**src/rtl/prio_enc_reg.sv**
```systemverilog
// Registered N-input priority encoder with a one-entry valid/ready output stage.
// MODE 0 picks the highest set index; MODE 1 round-robins from a rotating pointer.
module prio_enc_reg #(
  parameter int N    = 8,
  parameter int W    = $clog2(N),
  parameter int MODE = 0
) (
  input  logic         clk,
  input  logic         rst,
  input  logic [N-1:0] req,
  input  logic         out_ready,
  output logic         out_valid,
  output logic [W-1:0] out_idx,
  output logic         out_multi
);

  typedef enum logic {
    S_EMPTY = 1'b0,
    S_FULL  = 1'b1
  } state_t;

  state_t       r_state;
  logic [W-1:0] r_idx;
  logic         r_multi;

  logic         w_load;
  logic         w_any;
  logic         w_multi;
  logic [W-1:0] w_win;

  assign w_load  = (r_state == S_EMPTY) || out_ready;
  assign w_any   = |req;
  // Clearing the lowest set bit leaves something only if two or more bits were set.
  assign w_multi = |(req & (req - N'(1)));

  generate
    if (MODE == 1) begin : g_rr
      logic [W-1:0] r_ptr;
      logic [W-1:0] w_lo_idx;
      logic [W-1:0] w_hi_idx;
      logic         w_lo_found;

      // Search order ptr..0 then N-1..ptr+1 equals: highest set bit at or below
      // ptr if any, otherwise the highest set bit overall.
      always_comb begin
        // NOTE: every output of a combinational block gets a default first so no latch is inferred.
        w_lo_found = 1'b0;
        w_lo_idx   = '0;
        w_hi_idx   = '0;
        for (int i = 0; i < N; i++) begin
          if (req[i]) begin
            w_hi_idx = W'(i);
            if (i <= int'(r_ptr)) begin
              w_lo_found = 1'b1;
              w_lo_idx   = W'(i);
            end
          end
        end
      end

      assign w_win = w_lo_found ? w_lo_idx : w_hi_idx;

      always_ff @(posedge clk) begin
        if (rst) begin
          r_ptr <= W'(N - 1);
        end else if (w_load && w_any) begin
          r_ptr <= (w_win == '0) ? W'(N - 1) : w_win - W'(1);
        end
      end
    end else begin : g_fixed
      logic [W-1:0] w_hi_idx;

      always_comb begin
        w_hi_idx = '0;
        for (int i = 0; i < N; i++) begin
          if (req[i]) w_hi_idx = W'(i);
        end
      end

      assign w_win = w_hi_idx;
    end
  endgenerate

  // Index and multi flag are left untouched on an empty load; they are don't-care while invalid.
  always_ff @(posedge clk) begin
    // NOTE: sequential state uses non-blocking assignments so every register samples pre-edge values.
    if (rst) begin
      r_state <= S_EMPTY;
      r_idx   <= '0;
      r_multi <= 1'b0;
    end else if (w_load) begin
      if (w_any) begin
        r_state <= S_FULL;
        r_idx   <= w_win;
        r_multi <= w_multi;
      end else begin
        r_state <= S_EMPTY;
      end
    end
  end

  assign out_valid = (r_state == S_FULL);
  assign out_idx   = r_idx;
  assign out_multi = r_multi;

endmodule

```
**config.mk**
```make
export PLATFORM = sky130hd
export DESIGN_NAME = prio_enc_reg
export DESIGN_NICKNAME = d
export VERILOG_FILES = /design/src/rtl/prio_enc_reg.sv
export SDC_FILE = /design/constraint.sdc
export NUM_CORES = 1
export LEC_CHECK = 0
export ABC_AREA = 1
export ABC_CLOCK_PERIOD_IN_PS = 2400
export BUFFER_PORTS_ARGS = -buffer_cell sky130_fd_sc_hd__buf_2
export CAP_MARGIN = 30
export CORE_AREA = 10 10 47 49
export CTS_BUF_LIST = sky130_fd_sc_hd__clkbuf_16
export CTS_CLUSTER_SIZE = 8
export DETAILED_ROUTE_END_ITERATION = 10
export DIE_AREA = 0 0 57 59
export PLACE_DENSITY = 0.62
export SLEW_MARGIN = 20
export SYNTH_ARGS = -nofsm -noshare
export SYNTH_HDL_FRONTEND = slang
export SYNTH_SLANG_ARGS = --single-unit
```
**constraint.sdc**
```tcl
create_clock -name clk -period 2.4 [get_ports clk]
set_input_delay 0.24 -clock clk [delete_from_list [all_inputs] [get_ports clk]]
set_output_delay 0.24 -clock clk [all_outputs]
set_load 0.1 [all_outputs]
```
==> flow_summary.toml <==
[cts]
cts-resized-gates = 0
ctsHtreeMaxLevel = 1
clock_latency_ps = 230
hold_buffers = 0
clock_sinks = 5
post-cts-setup-buffers = 0
cts-root-buf = "clkbuf_16"
cts_tree = "built"
cts_made_buffers = 3
clk_pin_slew_ps = 30
clk_path_buf_depth = 2

[setup_path]
critPathMaxStageDelay_ps = 430
startpoint_type = "flop"
crit_family = "buffers and inverters"
path_class = "flop to output port"
reg2reg_from = "out_valid"
cp.arrival_ps = 1000
reg2reg_slack_ps = 1470
critPathCaptureType = "output port"
slowest_stage = "buf_2"
critical_path_buf_inv_count = 1
timing.rr.end = "out_multi"
path_max_fanout = 2
cp.required_ps = 2160
reg2regPathDepth = 7
cp_cell_sequence = "buf_2"

[sta]
setup_ws_ps = 1160
finalSetupViolCount = 0
min_period_ps = 1240
hold_ws_ps = 195
hold_viol_final = 0
maxSlewHeadroom = 0.678
fin_skew_ps = 1.01
timing.fmax_mhz = 806
fin_crit_sh = 0.517
tns_ps = 0
slew_viol_final = 0
grt_setup_unrepaired = "false"
worstMarginPinSlew_ps = 486

[die]
die_h_um = 59
initial_core_util = 0.263
core-area_um2 = 1400
die_x_um = 57
placementRows = 14
fp.dieArea_um2 = 3360
io_pins = 16

[cells_and_area]
final_cell_mix = "nand2_1 (22), buf_2 (15), inv_1 (13)"
areaGrowthSynthToFinish_pct = 47.3
final_common_cell = "nand2_1"
drive_above_1_share = 0.314
antenna_cells = 0
fin_nets = 98
fin_util = 0.387

[grt]
antenna_found_initial = 0
grt_max_degree = 6
grt_pass1_wl_mm = 1.50
first_global_vias = 382
grt-ovfl-total = 0
track_usage = 0.0606

[synth]
ys_types = 10
synthesis.area_um2 = 368
synthCells = 67
synth-seq-area-share = 0.272
avgSynthCellArea_um2 = 5.49
synth_fp_nets = 78
ys_ff_latch = 5
ys_warn_count = 0

[min_path]
hold_start = "rst"
hold_path_depth = 2
holdCritPathClass = "primary input to flop"
hold_end = "out_idx[2]"

[power]
ir_drop_v = 0.000231
total_power_mw = 0.462
power_density_nw_per_um2 = 852
leakage_nw = 0.322

[drt]
drtIter0Drc = 6
viasPerCell = 4.25
avgRoutedWirePerCell_um = 8.70
drc = 0
wl_met2_um = 312
wl_met3_um = 86
vias = 434
wl_met1_um = 436
dr.max_layer_used = "met4"
ant_nets = 0
wl_um = 887
dr.pass1.iters = 2

[placed_design]
io_buffers = 15
place_ws_ps = 1360
detailed_place_hpwl_um = 741
gp_congestion = 0.781

[job]
cap_violations = 0

[status]
status = "completed"
## state kept, by name, indices dropped and copies added (netlist names)
| register | flops |
|---|---|
| out_multi | 1 |
| out_idx | 3 |
| out_valid | 1 |
## metrics by stage
stage,area [um^2],cells
5_1_grt,542,102
3_5_place_dp,463,98
6_report,542,102
3_3_place_gp,463,98
2_1_floorplan,368,67
4_1_cts,542,102
## how the worst max path moves through the flow
stage                          start          to  cells past startpoint
after floorplan            out_valid  out_idx[2]                      6
after global placement        req[1]  out_idx[0]                      9
after detailed placement      req[1]   out_multi                      9
after CTS                 out_idx[2]  out_idx[2]                      1
after global routing      out_idx[2]  out_idx[2]                      1
final                     out_idx[2]  out_idx[2]                      1
## per-layer routing
metal  track usage  vias up
met2        0.0698       18
met5             0        -
met3        0.0258        4
met1        0.0632      174
li1              -      238
met4         0.101        0
## final cells by class
cell class	instances	area, um^2
clock buffers	3	75.1
well taps	16	20.0
fillers	169	860
multi-input cells	50	223
flip-flops and latches	5	100
clock inverters	1	3.75
repair buffers	15	75.1
inverters	12	45.0
## synthesized netlist by cell type, drive strengths merged
master | number | area share
nor2 | 15 | 0.18
o21ai | 1 | 0.014
inv | 12 | 0.12
a21oi | 4 | 0.065
dfxtp | 5 | 0.27
nand2 | 26 | 0.29
nand3 | 4 | 0.054
## logic make-up (layout without fill, tap and decap cells)
| family | Yosys count | in the layout | synth area share |
|---|---|---|---|
| buffers and inverters | 12 | 31 | 0.122 |
| AO/OA/AOI/OAI | 5 | 5 | 0.0782 |
| AND/OR/NAND/NOR | 45 | 45 | 0.527 |
| flip-flops | 5 | 5 | 0.272 |
## power breakdown
| group | internal (mW) | switching (mW) |
|---|---|---|
| clock network | 0.216 | 0.0560 |
| registers | 0.0900 | 0.00281 |
| logic | 0.0227 | 0.0742 |
Power figures use the tool's default switching activity.
